## src/rtl/dcache_mshr.sv

```systemverilog
// dcache_mshr: data-cache controller with miss status holding registers between the LSQ and a tagged memory bus.
// Optional build macro DCACHE_MSHR_MERGE_EN: a load miss to an address already pending shares that entry's fill.
module dcache_mshr #(
    parameter int MSHR_NUM  = 4,
    parameter int ADDR_W    = 64,
    parameter int MEM_TAG_W = 4
) (
    input  logic                 clk,
    input  logic                 rst,
    input  logic                 lsq2Dcache_ld_en_i,
    input  logic [ADDR_W-1:0]    lsq2Dcache_ld_addr_i,
    input  logic                 lsq2Dcache_st_en_i,
    input  logic [ADDR_W-1:0]    lsq2Dcache_st_addr_i,
    input  logic [63:0]          lsq2Dcache_st_data_i,
    input  logic                 cachemem_hit_i,
    input  logic [63:0]          cachemem_data_i,
    output logic [ADDR_W-1:0]    cachemem_rd_addr_o,
    output logic                 cachemem_wr_en_o,
    output logic [ADDR_W-1:0]    cachemem_wr_addr_o,
    output logic [63:0]          cachemem_wr_data_o,
    output logic [1:0]           proc2mem_command_o,
    output logic [ADDR_W-1:0]    proc2mem_addr_o,
    output logic [63:0]          proc2mem_data_o,
    input  logic [MEM_TAG_W-1:0] mem2proc_response_i,
    input  logic [MEM_TAG_W-1:0] mem2proc_tag_i,
    input  logic [63:0]          mem2proc_data_i,
    output logic                 Dcache_hit_o,
    output logic [63:0]          Dcache_data_o,
    output logic                 Dcache_mshr_ld_ack_o,
    output logic                 Dcache_mshr_st_ack_o,
    output logic                 Dcache_mshr_vld_o,
    output logic [ADDR_W-1:0]    Dcache_mshr_addr_o,
    output logic                 Dcache_mshr_stall_o
);
    localparam int IW = (MSHR_NUM > 1) ? $clog2(MSHR_NUM) : 1;
    localparam int CW = $clog2(MSHR_NUM + 1);
    typedef enum logic [1:0] {FREE, PEND, DONE} ent_e;
    ent_e                 st_q   [MSHR_NUM];
    ent_e                 st_d   [MSHR_NUM];
    logic [ADDR_W-1:0]    addr_q [MSHR_NUM];
    logic [ADDR_W-1:0]    addr_d [MSHR_NUM];
    logic [MEM_TAG_W-1:0] tag_q  [MSHR_NUM];
    logic [MEM_TAG_W-1:0] tag_d  [MSHR_NUM];
    logic [63:0]          data_q [MSHR_NUM];
    logic [63:0]          data_d [MSHR_NUM];
    logic                 stall_q, stall_d;
    logic                 done_any, free_any, st_conf;
    logic [IW-1:0]        done_idx, free_idx;
    logic [CW-1:0]        free_cnt;
    logic                 st_go, ld_try, ld_hit, ld_bus, resp_ok, alloc, merge, st_wr;

    // Scan entries: lowest DONE and FREE entry, and store address hazards against live entries
    always_comb begin
        done_any = 1'b0;
        done_idx = '0;
        free_any = 1'b0;
        free_idx = '0;
        st_conf  = 1'b0;
        for (int i = MSHR_NUM - 1; i >= 0; i--) begin
            if (st_q[i] == DONE) begin
                done_any = 1'b1;
                done_idx = IW'(i);
            end
            if (st_q[i] == FREE) begin
                free_any = 1'b1;
                free_idx = IW'(i);
            end
            if (st_q[i] != FREE && addr_q[i] == lsq2Dcache_st_addr_i) st_conf = 1'b1;
        end
    end

    assign resp_ok = mem2proc_response_i != '0;
    assign st_go   = lsq2Dcache_st_en_i && !done_any && !st_conf;
    assign ld_try  = lsq2Dcache_ld_en_i && !st_go && !done_any;
    assign ld_hit  = ld_try && cachemem_hit_i;

`ifdef DCACHE_MSHR_MERGE_EN
    logic ld_pend;
    // A miss to an address already in flight rides on that entry's broadcast
    always_comb begin
        ld_pend = 1'b0;
        for (int i = 0; i < MSHR_NUM; i++)
            if (st_q[i] == PEND && addr_q[i] == lsq2Dcache_ld_addr_i) ld_pend = 1'b1;
    end
    assign merge = ld_try && !cachemem_hit_i && ld_pend;
`else
    assign merge = 1'b0;
`endif

    assign ld_bus = ld_try && !cachemem_hit_i && !merge && free_any;
    assign alloc  = ld_bus && resp_ok;
    assign st_wr  = st_go && resp_ok && cachemem_hit_i;

    assign cachemem_rd_addr_o   = st_go ? lsq2Dcache_st_addr_i : lsq2Dcache_ld_addr_i;
    assign proc2mem_command_o   = st_go ? 2'd2 : ld_bus ? 2'd1 : 2'd0;
    assign proc2mem_addr_o      = st_go ? lsq2Dcache_st_addr_i : ld_bus ? lsq2Dcache_ld_addr_i : '0;
    assign proc2mem_data_o      = st_go ? lsq2Dcache_st_data_i : '0;
    assign Dcache_hit_o         = ld_hit;
    assign Dcache_data_o        = done_any ? data_q[done_idx] : ld_hit ? cachemem_data_i : '0;
    assign Dcache_mshr_ld_ack_o = alloc || merge;
    assign Dcache_mshr_st_ack_o = st_go && resp_ok;
    assign Dcache_mshr_vld_o    = done_any;
    assign Dcache_mshr_addr_o   = done_any ? addr_q[done_idx] : '0;
    assign Dcache_mshr_stall_o  = stall_q;
    assign cachemem_wr_en_o     = done_any || st_wr;
    assign cachemem_wr_addr_o   = done_any ? addr_q[done_idx] : st_wr ? lsq2Dcache_st_addr_i : '0;
    assign cachemem_wr_data_o   = done_any ? data_q[done_idx] : st_wr ? lsq2Dcache_st_data_i : '0;

    // Entry transitions: DONE retires, PEND completes on tag match, lowest FREE takes a new miss
    always_comb begin
        free_cnt = '0;
        for (int i = 0; i < MSHR_NUM; i++) begin
            st_d[i]   = st_q[i];
            addr_d[i] = addr_q[i];
            tag_d[i]  = tag_q[i];
            data_d[i] = data_q[i];
            if (st_q[i] == DONE) begin
                st_d[i] = FREE;
            end else if (st_q[i] == PEND && mem2proc_tag_i != '0 && tag_q[i] == mem2proc_tag_i) begin
                st_d[i]   = DONE;
                data_d[i] = mem2proc_data_i;
            end else if (alloc && free_idx == IW'(i)) begin
                st_d[i]   = PEND;
                addr_d[i] = lsq2Dcache_ld_addr_i;
                tag_d[i]  = mem2proc_response_i;
            end
            free_cnt = free_cnt + CW'(st_d[i] == FREE);
        end
        stall_d = free_cnt <= CW'(1);
    end

    // Entry and stall registers
    always_ff @(posedge clk) begin
        if (rst) begin
            for (int i = 0; i < MSHR_NUM; i++) begin
                st_q[i]   <= FREE;
                addr_q[i] <= '0;
                tag_q[i]  <= '0;
                data_q[i] <= '0;
            end
            stall_q <= 1'b0;
        end else begin
            st_q    <= st_d;
            addr_q  <= addr_d;
            tag_q   <= tag_d;
            data_q  <= data_d;
            stall_q <= stall_d;
        end
    end
endmodule

```

## config.mk

```make
export PLATFORM = sky130hd
export DESIGN_NAME = dcache_mshr
export DESIGN_NICKNAME = d
export VERILOG_FILES = /design/src/rtl/dcache_mshr.sv
export SDC_FILE = /design/constraint.sdc
export NUM_CORES = 2
export LEC_CHECK = 0
export ABC_AREA = 1
export CORE_AREA = 2 2 311 313
export CTS_CLUSTER_SIZE = 30
export DETAILED_ROUTE_END_ITERATION = 12
export DIE_AREA = 0 0 313 315
export PLACE_DENSITY = 0.55
export SETUP_SLACK_MARGIN = 0.1
export SLEW_MARGIN = 20
export SYNTH_ARGS = -nofsm -noshare
export SYNTH_HDL_FRONTEND = slang
export SYNTH_SLANG_ARGS = --single-unit
```

## constraint.sdc

```tcl
create_clock -name clk -period 8.6 [get_ports clk]
set_input_delay 2.15 -clock clk [delete_from_list [all_inputs] [get_ports clk]]
set_output_delay 2.15 -clock clk [all_outputs]
set_load 0.02 [all_outputs]
```

# [Word-level counts from Yosys, hierarchy flattened]
# Index checks and enable logic that the tools add are counted.
[totals] reg_bits=537 inputBits=333 out_inout_bits=456 wordCells=155
[op_classes] n_addsub=3 n_lt_le_gt_ge=2 n_eq_ne=19 muxes=51 bitwise_logic=9 reduce_logical=54
[op_table] operator="64-bit two-way mux" n=15
[op_table] operator="64-bit binary-select mux with 2-bit select" n=2
[op_table] operator="64-bit == test" n=4
[op_table] operator="2-bit two-way mux" n=21
[op_table] operator="1-bit logical AND" n=26
[op_table] operator="2-bit zero test" n=9
[op_table] operator="4-bit == test" n=4
[op_table] operator="1-bit two-way mux" n=13
[op_table] operator="2-bit == test (second input constant)" n=6
[op_table] operator="3-bit AND reduction" n=4
[op_table] operator="2-bit by 1-bit == test with 1-bit output (second input constant)" n=5
[op_table] operator="1-bit NOT" n=8
[op_table] operator="2-bit AND reduction" n=4
[op_table] operator="2-bit nonzero test" n=4
[op_table] operator="4-bit nonzero test" n=2
[op_table] operator="1-bit zero test" n=4
[op_table] operator="2-bit by 1-bit adder with 3-bit output" n=1
[op_table] operator="3-bit by 1-bit adder with 3-bit output" n=1
[op_table] operator="3-bit greater-or-equal comparator (second input constant)" n=1
[op_table] operator="3-bit by 1-bit less-or-equal comparator with 1-bit output (second input constant)" n=1
[op_table] operator="2-bit NOT with 3-bit output" n=1
[op_table] operator="1-bit by 1-bit adder with 2-bit output" n=1
[op_table] operator="1-bit logical OR" n=1

# [Longest topological paths before layout]
[depth] depth_word=23 ltp_mapped=24 depth_no_buf=21

# [Worst setup path before layout]
# No wires, ideal clock.
[synth_timing] path_type="input -> output" start="in lsq2Dcache_st_addr_i[31]" end="out cachemem_wr_data_o[56]" arrival_time_ns=4.176 required_ns=6.450 slack_ns=2.274 stages=17 path_buffers=2 path_cell_list="buf_2 inv_1 nand2_1 nand2_1 nor2_1 nand2_1 nor2_1 nand2_1 nor2_1 nand3_1 nand2_1 nor2_1 nand2_4 nor2_2 nand2_2 clkbuf_1 o21ai_0"
[synth_via] elab_chain_cells=12 word_cells_on_any_way=18 classes_between="eq/ne (4); mux (6); reduce/logical (8)"
[synth_lines] item="start, declared" line_no="13" text="input logic [ADDR_W-1:0] lsq2Dcache_st_addr_i,"
[synth_lines] item="64-bit == test" line_no="68" text="if (st_q[i] != FREE && addr_q[i] == lsq2Dcache_st_addr_i) st_conf = 1'b1;"
[synth_lines] item="1-bit logical AND" line_no="68"
[synth_lines] item="1-bit two-way mux (3 in series)" line_no="68"
[synth_lines] item="1-bit two-way mux *" line_no="68"
[synth_lines] item="1-bit zero test *" line_no="73" text="assign st_go = lsq2Dcache_st_en_i && !done_any && !st_conf;"
[synth_lines] item="1-bit logical AND *" line_no="73"
[synth_lines] item="1-bit logical AND *"
[synth_lines] item="net Dcache_mshr_st_ack_o" line_no="30" text="output logic Dcache_mshr_st_ack_o,"
[synth_lines] item="1-bit logical AND *" line_no="92" text="assign st_wr = st_go && resp_ok && cachemem_hit_i;"
[synth_lines] item="64-bit two-way mux * (2 in series)" line_no="107" text="assign cachemem_wr_data_o = done_any ? data_q[done_idx] : st_wr ? lsq2Dcache_st_data_i : '0;"
[synth_lines] item="end, declared" line_no="20" text="output logic [63:0] cachemem_wr_data_o,"
# Mark *: on every way through the listed nets, which the timed path passes. The rest lies on a longest branch.

# [Final worst setup path]
[layout_timing] start="in lsq2Dcache_st_addr_i[0]" end="out proc2mem_addr_o[8]"
[layout_via] elab_chain_cells=15 word_cells_on_any_way=21 classes_between="eq/ne (4); mux (6); reduce/logical (11)"
[layout_lines] item="64-bit == test" line_no="68"
[layout_lines] item="1-bit logical AND" line_no="68"
[layout_lines] item="1-bit two-way mux (3 in series)" line_no="68"
[layout_lines] item="1-bit two-way mux *" line_no="68"
[layout_lines] item="1-bit zero test *" line_no="73"
[layout_lines] item="1-bit logical AND *" line_no="73"
[layout_lines] item="1-bit zero test" line_no="74" text="assign ld_try = lsq2Dcache_ld_en_i && !st_go && !done_any;"
[layout_lines] item="1-bit logical AND (2 in series)" line_no="74"
[layout_lines] item="1-bit logical AND (2 in series)" line_no="90" text="assign ld_bus = ld_try && !cachemem_hit_i && !merge && free_any;"
[layout_lines] item="64-bit two-way mux" line_no="96" text="assign proc2mem_addr_o = st_go ? lsq2Dcache_st_addr_i : ld_bus ? lsq2Dcache_ld_addr_i : '0;"
[layout_lines] item="64-bit two-way mux *" line_no="96"
[layout_lines] item="end, declared" line_no="22" text="output logic [ADDR_W-1:0] proc2mem_addr_o,"
# Every way passes the cells marked *; elsewhere a longest branch is shown, timed or not.

==> impl_metrics.py <==
metrics = {
    "status": {
        "status": "completed",
    },
    "drt": {
        "remaining_drc_errors": 0,
        "wire_per_inst_um": 19.2,
        "num_vias": 34922,
        "vias_per_cell": 4.92,
        "drt_wl_total_mm": 136,
        "final_antenna_net_count": 0,
        "drtPass1Iterations": 6,
        "drt_iter0_markers": 2726,
    },
    "global_route": {
        "antenna_found_initial": 16,
        "gr-usage-all-layers_pct": 26.5,
        "overflow": 0,
        "first_global_vias": 32443,
        "grt_pass1_wl_mm": 203,
        "grt_max_degree": 199,
    },
    "synth": {
        "synth_cells": 5223,
        "avgSynthCellArea_sq_um": 5.97,
        "syn-num-nets": 5557,
        "ys_seq_area_share_pct": 34.5,
        "synth_largest_area_cell": "dfxtp_1",
        "synth-seq-cells": 537,
        "yosysWarnings": 0,
        "synth_cell_types": 33,
        "syn_area_sq_mm": 0.0312,
        "synth_top_area_share_pct": 34.5,
        "ys_top_cells_by_area": "dfxtp_1, nand2_1, o21ai_0, nor2_1, a21oi_1",
    },
    "clock_network": {
        "htreeDepth": 3,
        "cts_sinks": 537,
        "cts_hold_buf": 0,
        "clock_latency_ps": 620,
        "cts_setup_buffers": 0,
        "root_buffer": "clkbuf_16",
        "path_clk_slew_ps": 50,
        "clock_path_buffers": 3,
        "cts_buffers": 67,
        "tritoncts": "built",
    },
    "die": {
        "die_y_um": 315,
        "ios": 789,
        "start_util_pct": 32.6,
        "die_x_um": 313,
        "coreArea_sq_mm": 0.0957,
        "num_rows": 114,
        "fp.dieArea_sq_mm": 0.0986,
    },
    "sta": {
        "tightest_slew_ps": 1100,
        "relSlewSlack_pct": 26.8,
        "finClkSkew_ps": 29.4,
        "final_hold_viol_count": 0,
        "fin_crit_sh_pct": 96.0,
        "finalCriticalPeriod_ps": 8250,
        "rsz0062_at_grt": "no",
        "finalSetupViolCount": 0,
        "fmax_ghz": 0.121,
        "finalSetupTns_ps": 0,
        "finalMaxSlewViolations": 0,
    },
    "critical_path": {
        "cp.required_ps": 6450,
        "reg2reg_slack_ps": 3890,
        "start_kind": "input port",
        "end_kind": "output pin",
        "cp_max_fo": 19,
        "r2r-end": "addr_q[252]$_SDFFE_PP0P_",
        "rr_worst_depth": 17,
        "cp.arrival_ps": 6100,
        "timing.rr.start": "addr_q[70]$_SDFFE_PP0P_",
        "criticalPathCategory": "in -> out",
    },
    "hold_path": {
        "hp-start": "data_q[9]$_SDFFE_PP0P_",
        "holdPathStages": 2,
        "hold_end": "data_q[9]$_SDFFE_PP0P_",
        "hold_class": "reg -> reg",
    },
    "finish": {
        "final_nets": 6096,
        "drive_gt1_share_pct": 3.63,
        "syn2layout_area_growth_pct": 34.4,
    },
    "placed_design": {
        "place_congestion": 0.891,
        "io_buffers": 788,
        "dp.final_hpwl_mm": 92.8,
    },
    "pwr": {
        "switching_share_pct": 28.4,
        "p_int_mw": 4.61,
        "p_total_mw": 6.44,
        "leakage_nw": 16.2,
        "pwr-share-comb_pct": 16.5,
        "p_sw_mw": 1.83,
        "max-vdd-ir-drop_uv": 103,
        "seq_power_share_pct": 39.3,
        "clockPowerShare_pct": 44.2,
        "p_per_area_mw_per_mm2": 154,
    },
    "run": {
        "cap_violations": 0,
    },
}
state kept, by name, summed over array words and instances, names as in the netlist:
| signal | count |
|---|---|
| tag_q | 16 |
| addr_q | 256 |
| Dcache_mshr_stall_o | 1 |
| data_q | 256 |
| st_q | 8 |
cells in the mapped netlist:
master     number
nor2_1        786
nand2_2         1
o211ai_1        1
nor2_2          1
nand3_1       163
nor2_4          2
nand3_2         1
clkinv_1        4
nand2_1      1260
inv_1         602
o22ai_1        91
clkbuf_2        7
xor2_1         58
dfxtp_1       537
buf_2          67
clkbuf_1      246
o21ai_1         5
nand4_1        31
xnor2_1        53
nand2_4         1
a21oi_1       461
buf_4          13
a2111oi_0       3
a31o_2          2
inv_2          23
o21ai_0       748
fa_1            1
buf_1          34
a211oi_1        2
nand4_2         1
buf_6           3
nor4_1          1
nor3_1         14
per-stage QoR:
| step | utilization, % | area [sq um] | hold slack, ps | setup WS [ps] | cells |
|---|---|---|---|---|---|
| 3_5_place_dp | 41.5 | 39700 | 434 | 201 | 6969 |
| 3_3_place_gp | 41.5 | 39700 | 429 | 181 | 6969 |
| 4_1_cts | 43.8 | 41900 | 442 | 170 | 7088 |
| 6_report | 43.8 | 41900 | 439 | 346 | 7096 |
| 2_1_floorplan | - | 31200 | 420 | 2270 | 5223 |
| 5_1_grt | 43.8 | 41900 | 453 | 136 | 7093 |
critical path: stages:
cell	delay [ps]
clkdlybuf4s50_1	700
inv_2	160
nand2_1	90
nand2_1	50
nor2_1	150
nand3_1	120
nor2_1	130
nand2_1	60
nor2_1	280
nand3_1	120
nand2_1	130
inv_1	80
nand2_4	140
nand3_4	430
buf_4	400
o21ai_0	210
clkdlybuf4s50_1	660
power by group through the flow:
stage                     registers (mW)  clock network, mW  logic, mW
after floorplan                     2.58                  0      0.513
after global placement              2.59                  0       1.06
after detailed placement            2.59                  0       1.06
after CTS                           2.53               2.92       1.06
after global routing                2.54               3.01       1.15
final                               2.53               2.85       1.06
cell families (layout without fill, tap and decap cells):
family                     count (synthesis)  in the layout  synth area share [%]
AOI/OAI and AO/OA                       1313           1313                  21.5
buffers and inverters                    999           1588                  12.5
DFF                                      537            537                  34.5
other                                      0              8                     0
and+or+nand+nor                         2262           2262                  28.3
adders and majority gates                  1              1                0.0642
xor gates and xnor gates                 111            111                  3.12
cell usage in the layout, fill, tap and decap left out, types with 6 or more instances in the layout:
cell type,n
clkbuf_8,17
nand2_1,1259
clkinv_2,13
dfxtp_1,537
a21oi_1,460
inv_2,26
diode_2,8
nor2_1,782
o21ai_1,6
buf_12,7
clkbuf_16,67
xor2_1,58
xnor2_1,53
o22ai_1,91
nor3_1,14
nor2_4,6
nand3_1,161
inv_1,599
clkbuf_1,13
buf_4,49
o21ai_0,747
clkdlybuf4s50_1,782
nand4_1,31
cell type report:
class	count	area [sq um]
timing repair buffer	840	8360
tap	1276	1600
clock inverter	22	243
inverter	629	2370
sequential	537	10800
fill	10235	53800
antenna	8	20.0
multi-input combinational	3687	16600
clock buffer	97	1960
timing repair:
item | CTS | global route
endpoints found under the hold margin | 0 | 0
gates resized for setup | 0 | 1
setup endpoints to repair | 0 | 1
worst max path at each step:
stage | startpoint | depth (start not counted) | end | slack (ps)
detailed placement | lsq2Dcache_st_addr_i[0] | 16 | proc2mem_addr_o[59] | 200
CTS | lsq2Dcache_st_addr_i[0] | 16 | proc2mem_addr_o[59] | 170
global route | lsq2Dcache_st_addr_i[0] | 17 | proc2mem_addr_o[31] | 140
floorplan | lsq2Dcache_st_addr_i[31] | 17 | cachemem_wr_data_o[56] | 2270
global placement | lsq2Dcache_st_addr_i[0] | 16 | proc2mem_addr_o[59] | 180
finish | lsq2Dcache_st_addr_i[0] | 17 | proc2mem_addr_o[8] | 350
routing by layer:
layer	GRT usage [%]	share of wire, %	vias up
met5	0	0.071	-
met4	8.18	2.8	16
met3	4.40	6.6	211
met2	44.7	47	1129
met1	34.5	43	16008
li1	-	-	17558
Note: power is estimated with default switching activity, not from simulation.
